===== src/rtl/td4_pkg.sv =====
// Shared definitions for the TD4 sequencer: data width, FSM state encoding
// and the 4-bit opcode map.
package td4_pkg;
  localparam int DW = 4;

  typedef logic [DW-1:0] word_t;

  typedef enum logic [1:0] {
    ST_HALT = 2'd0,
    ST_RUN  = 2'd1,
    ST_LOAD = 2'd2
  } state_t;

  localparam logic [3:0] OP_ADD_A  = 4'b0000;
  localparam logic [3:0] OP_MOV_AB = 4'b0001;
  localparam logic [3:0] OP_IN_A   = 4'b0010;
  localparam logic [3:0] OP_MOV_A  = 4'b0011;
  localparam logic [3:0] OP_MOV_BA = 4'b0100;
  localparam logic [3:0] OP_ADD_B  = 4'b0101;
  localparam logic [3:0] OP_IN_B   = 4'b0110;
  localparam logic [3:0] OP_MOV_B  = 4'b0111;
  localparam logic [3:0] OP_OUT_B  = 4'b1001;
  localparam logic [3:0] OP_OUT_IM = 4'b1011;
  localparam logic [3:0] OP_JNC    = 4'b1110;
  localparam logic [3:0] OP_JMP    = 4'b1111;
endpackage


===== src/rtl/td4_sequencer_if.sv =====
// Program-memory bus between the sequencer (master) and the instruction store (slave).
interface td4_sequencer_if;
  import td4_pkg::*;

  // No handshake: a write happens on the clock edge where mem_we is high, and
  // mem_opcode/mem_imm are a combinational read of mem_addr in the same cycle.
  word_t mem_addr;
  logic  mem_we;
  word_t mem_wopcode;
  word_t mem_wimm;
  word_t mem_opcode;
  word_t mem_imm;

  modport master (
    output mem_addr, mem_we, mem_wopcode, mem_wimm,
    input  mem_opcode, mem_imm
  );

  modport slave (
    input  mem_addr, mem_we, mem_wopcode, mem_wimm,
    output mem_opcode, mem_imm
  );
endinterface


===== src/rtl/td4_alu_exec.sv =====
// Combinational decode/execute of one TD4 instruction: produces the next
// register values; the caller decides whether to commit them.
module td4_alu_exec
  import td4_pkg::*;
(
  input  word_t opcode,
  input  word_t imm,
  input  word_t a,
  input  word_t b,
  input  logic  carry,
  input  word_t pc,
  input  word_t in_port,
  output word_t a_next,
  output word_t b_next,
  output logic  carry_next,
  output word_t pc_next,
  output word_t out_next,
  output logic  out_we
);
  logic [DW:0] sum_a;
  logic [DW:0] sum_b;

  assign sum_a = {1'b0, a} + {1'b0, imm};
  assign sum_b = {1'b0, b} + {1'b0, imm};

  always_comb begin
    a_next     = a;
    b_next     = b;
    carry_next = 1'b0;
    pc_next    = pc + 4'd1;
    out_next   = b;
    out_we     = 1'b0;
    unique case (opcode)
      OP_ADD_A:  {carry_next, a_next} = sum_a;
      OP_ADD_B:  {carry_next, b_next} = sum_b;
      OP_MOV_A:  a_next = imm;
      OP_MOV_B:  b_next = imm;
      OP_MOV_AB: a_next = b;
      OP_MOV_BA: b_next = a;
      OP_IN_A:   a_next = in_port;
      OP_IN_B:   b_next = in_port;
      OP_OUT_B:  out_we = 1'b1;
      OP_OUT_IM: begin
        out_next = imm;
        out_we   = 1'b1;
      end
      OP_JMP:    pc_next = imm;
      // carry here is the flag left by the previous executed instruction
      OP_JNC:    if (!carry) pc_next = imm;
      default:   ;
    endcase
  end
endmodule


===== src/rtl/td4_sequencer.sv =====
// TD4 sequencer: HALT/RUN/LOAD control, tick prescaler and architectural state.
// Optional build macro TD4_STEP_EN enables single-stepping from HALT on step rising edges.
module td4_sequencer
  import td4_pkg::*;
#(
  parameter int TICK_DIV = 0
) (
  input  logic                    clk,
  input  logic                    rst,
  input  logic                    run,
  input  logic                    step,
  input  logic                    load_en,
  input  word_t                   load_addr,
  input  word_t                   load_opcode,
  input  word_t                   load_imm,
  input  logic                    load_we,
  input  word_t                   in_port,
  output word_t                   out_port,
  td4_sequencer_if.master         mem,
  output word_t                   pc,
  output logic                    carry,
  output logic [1:0]              state
);
  localparam int PW = (TICK_DIV > 0) ? $clog2(TICK_DIV + 1) : 1;

  state_t        state_q, state_n;
  logic [PW-1:0] presc_q;
  word_t         pc_q, a_q, b_q, out_q;
  logic          carry_q;
  logic          tick, exec, enter_run, leave_load;

  word_t a_n, b_n, pc_n, out_n;
  logic  carry_n, out_we;

`ifdef TD4_STEP_EN
  logic step_q;

  always_ff @(posedge clk or posedge rst) begin
    if (rst) step_q <= 1'b0;
    else     step_q <= step;
  end
`else
  logic unused_step;
  assign unused_step = step;
`endif

  assign tick = (presc_q == PW'(TICK_DIV));

  always_ff @(posedge clk or posedge rst) begin
    if (rst) state_q <= ST_HALT;
    else     state_q <= state_n;
  end

  // Priority load_en > run > step; leaving RUN never executes on that edge.
  always_comb begin
    state_n    = state_q;
    enter_run  = 1'b0;
    leave_load = 1'b0;
    exec       = 1'b0;
    unique case (state_q)
      ST_HALT: begin
        if (load_en) state_n = ST_LOAD;
        else if (run) begin
          state_n   = ST_RUN;
          enter_run = 1'b1;
        end
`ifdef TD4_STEP_EN
        else if (step && !step_q) exec = 1'b1;
`endif
      end
      ST_RUN: begin
        if (load_en)   state_n = ST_LOAD;
        else if (!run) state_n = ST_HALT;
        else           exec    = tick;
      end
      ST_LOAD: begin
        if (!load_en) begin
          state_n    = ST_HALT;
          leave_load = 1'b1;
        end
      end
      default: state_n = ST_HALT;
    endcase
  end

  always_ff @(posedge clk or posedge rst) begin
    if (rst)                    presc_q <= '0;
    else if (enter_run)         presc_q <= '0;
    else if (state_q == ST_RUN) presc_q <= tick ? '0 : presc_q + 1'b1;
  end

  td4_alu_exec u_alu (
    .opcode     (mem.mem_opcode),
    .imm        (mem.mem_imm),
    .a          (a_q),
    .b          (b_q),
    .carry      (carry_q),
    .pc         (pc_q),
    .in_port    (in_port),
    .a_next     (a_n),
    .b_next     (b_n),
    .carry_next (carry_n),
    .pc_next    (pc_n),
    .out_next   (out_n),
    .out_we     (out_we)
  );

  always_ff @(posedge clk or posedge rst) begin
    if (rst) begin
      pc_q    <= '0;
      a_q     <= '0;
      b_q     <= '0;
      carry_q <= 1'b0;
      out_q   <= '0;
    end else if (leave_load) begin
      pc_q <= '0;
    end else if (exec) begin
      pc_q    <= pc_n;
      a_q     <= a_n;
      b_q     <= b_n;
      carry_q <= carry_n;
      if (out_we) out_q <= out_n;
    end
  end

  // Reset leaves state=HALT and pc=0, so the bus reads address 0 with no write.
  always_comb begin
    mem.mem_addr    = pc_q;
    mem.mem_we      = 1'b0;
    mem.mem_wopcode = '0;
    mem.mem_wimm    = '0;
    if (state_q == ST_LOAD) begin
      mem.mem_addr    = load_addr;
      mem.mem_we      = load_we;
      mem.mem_wopcode = load_opcode;
      mem.mem_wimm    = load_imm;
    end
  end

  assign out_port = out_q;
  assign pc       = pc_q;
  assign carry    = carry_q;
  assign state    = state_q;
endmodule

===== src/flat_wrapper.sv =====
// flat-port wrapper written by rule: the top's interface ports become plain ports
module td4_sequencer_flat import td4_pkg::*;
#(
  parameter int TICK_DIV = 0
)
  (clk, rst, run, step, load_en, load_addr, load_opcode, load_imm, load_we, in_port, out_port, pc, carry, state, mem_mem_addr, mem_mem_we, mem_mem_wopcode, mem_mem_wimm, mem_mem_opcode, mem_mem_imm);
  td4_sequencer_if mem_i ();
  input  logic clk;
  input  logic rst;
  input  logic run;
  input  logic step;
  input  logic load_en;
  input  word_t load_addr;
  input  word_t load_opcode;
  input  word_t load_imm;
  input  logic load_we;
  input  word_t in_port;
  output word_t out_port;
  output word_t pc;
  output logic carry;
  output logic [1:0] state;
  output wire logic [$bits(mem_i.mem_addr)-1:0] mem_mem_addr;
  output wire logic [$bits(mem_i.mem_we)-1:0] mem_mem_we;
  output wire logic [$bits(mem_i.mem_wopcode)-1:0] mem_mem_wopcode;
  output wire logic [$bits(mem_i.mem_wimm)-1:0] mem_mem_wimm;
  input wire logic [$bits(mem_i.mem_opcode)-1:0] mem_mem_opcode;
  input wire logic [$bits(mem_i.mem_imm)-1:0] mem_mem_imm;
  assign mem_mem_addr = mem_i.mem_addr;
  assign mem_mem_we = mem_i.mem_we;
  assign mem_mem_wopcode = mem_i.mem_wopcode;
  assign mem_mem_wimm = mem_i.mem_wimm;
  assign mem_i.mem_opcode = mem_mem_opcode;
  assign mem_i.mem_imm = mem_mem_imm;
  td4_sequencer #(.TICK_DIV(TICK_DIV)) u_core (.clk(clk), .rst(rst), .run(run), .step(step), .load_en(load_en), .load_addr(load_addr), .load_opcode(load_opcode), .load_imm(load_imm), .load_we(load_we), .in_port(in_port), .out_port(out_port), .mem(mem_i), .pc(pc), .carry(carry), .state(state));
endmodule

===== config.mk =====
export PLATFORM = sky130hd
export DESIGN_NAME = td4_sequencer_flat
export DESIGN_NICKNAME = d
export VERILOG_FILES = /design/src/rtl/td4_pkg.sv /design/src/rtl/td4_sequencer_if.sv /design/src/rtl/td4_alu_exec.sv /design/src/rtl/td4_sequencer.sv /design/src/flat_wrapper.sv
export SDC_FILE = /design/constraint.sdc
export NUM_CORES = 1
export LEC_CHECK = 0
export BUFFER_PORTS_ARGS = -buffer_cell sky130_fd_sc_hd__buf_2
export CAP_MARGIN = 10
export CORE_ASPECT_RATIO = 2
export CORE_MARGIN = 1.5
export CORE_UTILIZATION = 50
export CTS_BUF_LIST = sky130_fd_sc_hd__clkbuf_2 sky130_fd_sc_hd__clkbuf_4 sky130_fd_sc_hd__clkbuf_8
export DETAILED_ROUTE_END_ITERATION = 16
export GPL_TIMING_DRIVEN = 0
export PLACE_DENSITY = 0.81
export SLEW_MARGIN = 10
export SYNTH_ARGS = -nofsm -noshare
export SYNTH_HDL_FRONTEND = slang
export SYNTH_SLANG_ARGS = --single-unit

===== constraint.sdc =====
create_clock -name clk -period 2.5 [get_ports clk]
set_input_delay 0.375 -clock clk [delete_from_list [all_inputs] [get_ports clk]]
set_output_delay 0.375 -clock clk [all_outputs]
set_load 0.005 [all_outputs]

* After elaboration in Yosys (flattened, before gate mapping)
Index checks and enable logic that the tools add are counted.
** Operators by class
- Equality and inequality tests :: 16
- Reductions and logical operators :: 12
- $add $sub $neg :: 4
- Bitwise logic cells :: 2
- Mux-type cells :: 30
** Operators by type and width (number)
- 4-bit one-hot mux with 4 select lines :: 2
- 4-bit two-way mux :: 7
- 4-bit by 3-bit == test with 1-bit output (second input constant) :: 4
- 4-bit == test (second input constant) :: 4
- 1-bit two-way mux :: 13
- 3-bit AND reduction :: 4
- 4-bit by 4-bit adder with 5-bit output :: 2
- 2-bit two-way mux :: 5
- 4-bit by 2-bit == test with 1-bit output (second input constant) :: 2
- 4-bit one-hot mux with 2 select lines :: 1
- 4-bit nonzero test :: 2
- 3-bit != test (second input constant) :: 2
- 2-bit one-hot mux with 3 select lines :: 1
- 4-bit by 1-bit adder with 4-bit output (second input constant) :: 1
- 4-bit by 1-bit == test with 1-bit output (second input constant) :: 1
- 4-bit zero test :: 1
- 2-bit nonzero test :: 2
- 2-bit by 1-bit == test with 1-bit output (second input constant) :: 1
- 2-bit == test (second input constant) :: 1
- 2-bit zero test :: 1
- 2-bit != test (second input constant) :: 1
- 1-bit NOT :: 2
- 1-bit one-hot mux with 2 select lines :: 1
- 2-bit AND reduction :: 1
- other kinds (2) :: 2
** Storage, ports and cells
- Output and inout bits :: 24
- Logic and storage cells :: 71
- Flip-flop bits (word level) :: 20
- Bits of input ports :: 30

* Depth between registers and ports, before layout
Gate-level depths: netlist of the first run.
- Depth in word-level cells :: 6
- Depth in mapped cells :: 6
- Depth with buffers taken out :: 6

* By module
From an unflattened synthesis of the first run, not the netlist that was laid out.
** Unflattened totals
- Cells, all modules :: 147
- Area total of the unflattened synthesis :: 1631.6 um^2
** By module, submodules not included
- td4_sequencer :: seq. area each 475.5 um^2, instances 1, cells an instance 63, area each 873.3 um^2
- td4_alu_exec :: seq. area each 0.0 um^2, instances 1, cells an instance 84, area each 758.2 um^2

* Least setup slack after synthesis of the first run
No wires, ideal clock.
- Path type :: input port to flip-flop
- Start point :: input port mem_mem_imm[0]
- End point :: register u_core.b_q[2]
- Setup slack :: 0.552 ns
- Cell stages on the path :: 5
- Arrival time :: 1.823 ns
- Setup time :: 0.125 ns
- Path buffers :: 0
- Cells stage by stage :: ha_1 > fa_1 > xor2_1 > mux4_2 > mux2_2
** On the way
- Cells in the longest elaborated chain, start to end :: 2
** Ends and longest elaborated chain
- start, declared :: line flat_wrapper.sv:27 : input wire logic [$bits(mem_i.mem_imm)-1:0] mem_mem_imm;
- 4-bit by 4-bit adder with 5-bit output :: line td4_alu_exec.sv:24 : assign sum_b = {1'b0, b} + {1'b0, imm};
- 4-bit one-hot mux with 4 select lines :: line td4_alu_exec.sv:33 : unique case (opcode)
- end signal, assigned :: line td4_sequencer.sv:120 : b_q <= b_n;
- end, declared :: line td4_sequencer.sv:28 : word_t pc_q, a_q, b_q, out_q;
No other way between the ends.
A chain may end at the register's enable or synchronous reset.

* Worst setup path in the final report of the first run
- Start point :: register u_core.b_q[0]
- End point :: register u_core.b_q[2]
** On the way
- Cells in the longest elaborated chain, start to end :: 2
** Ends and longest elaborated chain (line)
- 4-bit by 4-bit adder with 5-bit output :: td4_alu_exec.sv:24
- 4-bit one-hot mux with 4 select lines :: td4_alu_exec.sv:33
No other way between the ends.

==> results.md, run 1 <==
- Worst path required time: 2.65 ns
- Status: finished, final reports clean
- Count of cell types in the netlist: 40
- Initial DRC count: 27
- Clock Skew: 0.00387 ns
- Worst path max stage delay: 0.47 ns
- Share of power burned in registers: between 40 and 50%
- Post-synth EDFFs: 0
- Top Ports: 54
- Final Hold Fails: 0
- Adder and majority gate portion of the synthesized area: 10.4%
- Finish-stage setup viols: 0
- Half-perimeter wire length after placement: 2950 um
- #FFs+latches synth: 19
- Top FF cell, synth: dfrtp_1
- Sw Ratio: 29.6%
- # rows: 27
- GPL Wtd Cong: 0.854
- CTS buffer count: 3
- Fill cell count: ~230
- Root buffer cell: clkbuf_8
- Leak: approximately 0.95 nW
- Crit-path slowest cell: mux4_2
- Crit path time final: 2.08 ns
- Final core utilization: 64.9%
- CTS tree: built
- Gate Count Post-Synth: 154
- Combinational Power Share: about 28%
- Largest family of logic cells by synthesized area: simple AND/OR/NAND/NOR gates
- Die Y: around 80 um
- Pint: about 0.56 mW
- Gr ovfl total: 0
- Port buffer count: 50
- Global-route wire length before repair: 5660 um
- CTS resizes: 0
- ANT nets after route: 0
- Crit path capture type: register
- Via count: roughly 1400
- DRC viols: 0
- Layout cells sized above 1: approximately 34%
- Avg Cell Area, Syn: 9.49 um^2
- Area of the multi-input gates: roughly 920 um^2
- Slew Limit Headroom: 49.5%
- Largest net degree at the start of global routing: 20
- Setup TNS: 0 ns
- CP Cell Sequence: ha_1, fa_1, xor2_1, mux4_2, mux2_2
- Starting Density: 52.8%
- Sequential cell area fraction in the yosys report: between 30% and 40%
- Synth warn: 0
- Net Switching: 0.235 mW
- Vias in the first global route: 1294
- CP Launch Type: register
- Max Cap Viol: 0
- Pre-antenna DRT Iters: 6
- Fmax: 481 MHz
- Area growth, synth to finish: 22.9%
- Post-synthesis compound-gate area fraction: 15.4%
- Worst Path Arrival: around 2.2 ns
- Simple-gate share of the synthesized area: a little over a fifth
- Syn Nets: 195
- Die width: between 40 and 50 um
- Drt via density: a little under 6
- Setup Buffers After CTS: 0
- Clk sinks: 19
- Pins Over Slew Limit: 0
- Diodes inserted: 0
- Clock-pin transition on the worst setup and hold timing paths: 0.07 ns
- Total die area: ~3300 um^2
- Post-synth ARST share: 100%
- FF/Latch Area: 475 um^2
- Worst-Margin Slew: 0.756 ns
- Unrepaired setup endpoints after global routing: false
- CP Max Fanout: 3
- Clk network pwr share: 28.4%
- Worst VDD drop: 0.332 mV
- Synthesized area: 1460 um^2
- Wire length per cell: ~15 um
- Worst skew pair latency: 0.26 ns
- Hold crit path type: in -> async
- Critical setup path kind: reg -> reg
- Post-Route WL: 3650 um
- Total track usage: 24.7%
- Multiplexer area fraction after synthesis: about 15%
- Antenna violations before repair: 0
- XOR/XNOR Fraction of Synth Area: 1.20%
- CTS Buffer Depth: 2
- Fin crit share: 83.1%
- Total core area: 2770 um^2
- Hold-fix buffers, CTS: 0
- Final layout net count: between 200 and 300
- Pwr/cell area: roughly 440 nW/um^2
- H-tree depth: 1
-- final timing paths --
| check | slack [ns] | endpoint | cells past startpoint | startpoint |
|---|---|---|---|---|
| worst max register to register | 0.42 | u_core.b_q[2] | 5 | u_core.b_q[0] |
| min in group clk | 0.32 | u_core.state[0] | 2 | load_en |
| worst min register to register | 0.48 | u_core.out_port[1] | 2 | u_core.out_port[1] |
| worst min-delay path | 0.24 | u_core.out_port[2] | 2 | rst |
| max in group asynchronous | 1.78 | u_core.b_q[0] | 2 | rst |
| worst max-delay path | 0.42 | u_core.b_q[2] | 5 | u_core.b_q[0] |
-- final cells by class --
class                           instances  share of cell area [%]
Inverter                                6                    1.25
Timing Repair Buffer                   50                    13.9
Tap cell                               29                    2.02
Sequential cell                        19                    26.5
Buffer                                  7                    2.16
Clock buffer                            4                    2.72
Multi-Input combinational cell        122                    51.5
-- cell usage after synthesis (2+ instances only) --
cell / n / share of area [%]
a21o_1: 2 / 1.0
a21oi_1: 12 / 4.1
and2_1: 9 / 3.9
buf_2: 4 / 1.4
dfrtp_1: 19 / 33
fa_1: 2 / 2.7
ha_1: 9 / 7.7
inv_1: 6 / 1.5
mux2_2: 6 / 4.6
mux2i_1: 8 / 5.5
mux4_2: 3 / 4.6
nand2_1: 18 / 4.6
nand2b_1: 2 / 0.86
nand3_1: 4 / 1.4
nand3b_1: 2 / 1.0
nor2_1: 3 / 0.77
nor2b_1: 3 / 1.3
nor3_1: 2 / 0.68
o21ai_0: 13 / 4.5
o22ai_1: 3 / 1.3
o2bb2ai_1: 2 / 1.2
or3_1: 4 / 1.7
-- power by group through the flow --
stage	logic (mW)	clock network [mW]	registers (mW)
after floorplan	0.141	0	0.348
after global placement	0.211	0	0.351
after detailed placement	0.219	0	0.353
after CTS	0.221	0.233	0.347
after global routing	0.249	0.241	0.351
final	0.220	0.226	0.348
-- per-stage QoR --
stage / hold WS [ns] / setup WS [ns] / area (um^2) / power (mW) / std cells
floorplan: 0.326 / 0.552 / 1460 / 0.489 / 154
global placement: 0.458 / 0.293 / 1750 / 0.562 / 233
detailed placement: 0.466 / 0.279 / 1750 / 0.573 / 233
CTS: 0.277 / 0.406 / 1800 / 0.801 / 237
global route: 0.300 / 0.324 / 1800 / 0.840 / 237
finish: 0.242 / 0.422 / 1800 / 0.793 / 237
-- kinds of logic (layout without fill, tap and decap cells) --
group	after synthesis	count (layout)
fa+ha+maj	11	11
xor+xnor	2	2
mux	17	17
compound gates	38	38
simple gates	54	54
buf+inv	13	67
flops	19	19
-- sequential cells by signal (all words and copies together), names as in the netlist --
signal and count:
u_core.a_q 4, u_core.state 2, u_core.pc 4, u_core.out_port 4, u_core.b_q 4, u_core.carry 1
-- routing by layer --
layer	share of wire [%]	global-route usage, %	vias to the layer above	wire length (um)
met4	1.9	7.10	0	68
met1	37	28.9	637	1340
met3	6.0	1.67	10	219
met5	0	0	-	0
met2	55	44.2	67	2020
li1	-	-	668	-
-- cell usage in the layout (no fill, tap or decap), types with 2 or more instances in the layout --
master | netlist | final
a21o_1 | 2 | 2
a21oi_1 | 12 | 12
and2_1 | 9 | 9
buf_2 | 4 | 54
clkbuf_8 | 0 | 3
dfrtp_1 | 19 | 19
fa_1 | 2 | 2
ha_1 | 9 | 9
inv_1 | 6 | 6
mux2_2 | 6 | 6
mux2i_1 | 8 | 8
mux4_2 | 3 | 3
nand2_1 | 18 | 18
nand2b_1 | 2 | 2
nand3_1 | 4 | 4
nand3b_1 | 2 | 2
nor2_1 | 3 | 3
nor2b_1 | 3 | 3
nor3_1 | 2 | 2
o21ai_0 | 13 | 13
o22ai_1 | 3 | 3
o2bb2ai_1 | 2 | 2
or3_1 | 4 | 4
-- critical path, delay by kind of cell, from the launching register on --
kind | cells | cell delay, ns
adders and majority gates | 2 | 0.64
DFF | 1 | 0.40
xor gates and xnor gates | 1 | 0.18
muxes | 2 | 0.74
No activity file was read; power rests on OpenSTA's default activity.
==> run 2: changes to the inputs <==
CORE_UTILIZATION = 46   (was 50)
PLACE_DENSITY = 0.78   (was 0.81)
clock period = 1.8 ns   (was 2.5 ns; I/O delays follow)
==> results.md, run 2 (synthesis results as in run 1) <==
- Leading cell types in the layout, fill and taps excluded: 54 x buf_2, 19 x dfrtp_1, 18 x nand2_1
- # rows: 28
- Largest delay contributor family on the critical path: multiplexers
- Pre-antenna DRT Iters: 4
- GPL Wtd Cong: 0.837
- Largest net degree at the start of global routing: 20
- Pwr Total: approximately 1.1 mW
- CP Max Fanout: 2
- Clock Skew: ~0.0033 ns
- Most common cell after layout, fill and taps aside: buf_2
- H-tree depth: 1
- Worst path required time: roughly 2.0 ns
- Worst Path Buf+Inv: 0
- Sw Ratio: 30.1%
- CTS Buffer Depth: 2
- Net Switching: 0.339 mW
- Total die area: 3540 um^2
- Initial DRC count: 34
- Final cell count without fillers: 239
- Wire length per cell: 15.3 um
- Max Cap Viol: 0
- Clk sinks: 19
- Hold_ws: 0.131 ns
- ANT nets after route: 0
- Cell area after placement: ~1800 um^2
- Placed insts: 234
- Combinational Power Share: 28.4%
- Pint: 0.788 mW
- DRC viols: 0
- Clk network pwr share: between 20% and 30%
- Post-route cell area: 1850 um^2
- Setup ws final: -0.165 ns
- Worst path max stage delay: roughly 0.47 ns
- Total core area: about 3000 um^2
- Hold crit path type: in -> async
- Root buffer cell: clkbuf_8
- Vias in the first global route: between 1000 and 1500
- Drt via density: 5.72
- Failing checks: negative setup slack
- Final Hold Fails: 0
- Final layout net count: ~250
- Hold-fix buffers, CTS: 0
- Worst Path Arrival: 2.11 ns
- Final core utilization: 62.0%
- Total track usage: 22.6%
- DP Worst Slack: -0.194 ns
- Diodes inserted: 0
- Die Y: approximately 83 um
- Starting Density: 49.1%
- Port buffer count: 50
- Fmax: 509 MHz
- CP Launch Type: register
- Slew Limit Headroom: between 50% and 60%
- Post-Route WL: roughly 3700 um
- Area growth, synth to finish: 26.3%
- Share of power burned in registers: 43.1%
- Top Ports: 54
- Via count: between 1000 and 1500
- Leak: 0.958 nW
- Status: finished, violations left
- Die width: about 43 um
- Pwr/cell area: 610 nW/um^2
- Fin crit share: 109%
- Gr ovfl total: 0
- Crit path capture type: register
- Finish-stage setup viols: 2
- Unrepaired setup endpoints after global routing: true
- CTS tree: built
- CTS buffer count: 3
- Antenna violations before repair: 0
- Worst skew pair latency: around 0.26 ns
- Half-perimeter wire length after placement: 2880 um
- Critical setup path kind: reg -> reg
- Worst-Margin Slew: 0.744 ns
- Crit path time final: 1.97 ns
- Pins Over Slew Limit: 0
- Layout cells sized above 1: 38.3%
- Clock-pin transition on the worst setup and hold timing paths: 0.07 ns
- Worst VDD drop: 0.473 mV
- CP Cell Sequence: ha_4, fa_2, xor2_1, mux4_2, mux2_2
- Global-route wire length before repair: between 6000 and 7000 um
- Crit-path slowest cell: mux4_2
- Setup TNS: -0.257 ns
[run 2: area by class of cell]
type                       count  area (um^2)
multi-input combinational    122          963
timing repair buffer          51          258
sequential                    19          475
tap                           30         37.5
inverter                       6         22.5
clock buffer                   4         48.8
fill                         273         1130
buffer                         7         40.0
[run 2: path summary, 6_finish.rpt]
kind,from,endpoint,slack (ns),cells past startpoint
worst max-delay path,u_core.b_q[0],u_core.b_q[2],-0.17,5
worst min-delay path,rst,u_core.out_port[2],0.13,2
worst max register to register,u_core.b_q[0],u_core.b_q[2],-0.17,5
min in group clk,load_en,u_core.state[0],0.22,2
max in group asynchronous,rst,u_core.carry,1.20,2
worst min register to register,u_core.out_port[1],u_core.out_port[1],0.48,2
[run 2: power groups by stage]
| stage | logic (mW) | registers, mW | clock network [mW] |
|---|---|---|---|
| after floorplan | 0.197 | 0.483 | 0 |
| after global placement | 0.296 | 0.490 | 0 |
| after detailed placement | 0.302 | 0.493 | 0 |
| after CTS | 0.314 | 0.483 | 0.324 |
| after global routing | 0.360 | 0.489 | 0.340 |
| final | 0.320 | 0.486 | 0.320 |
[run 2: per-layer routing]
layer | wire length, um | global-route usage (%)
met1 | 1310 | 24.4
met5 | 0 | 0
met4 | 102 | 8.75
met2 | 1990 | 43.3
met3 | 248 | 2.61
[run 2: what timing repair did]
action                                  in CTS  in global routing
pin swaps                                    1                  1
buffers inserted                             1                  0
gates resized for setup                      3                  6
endpoints found under the hold margin        0                  0
endpoints found under the setup margin      11                 11
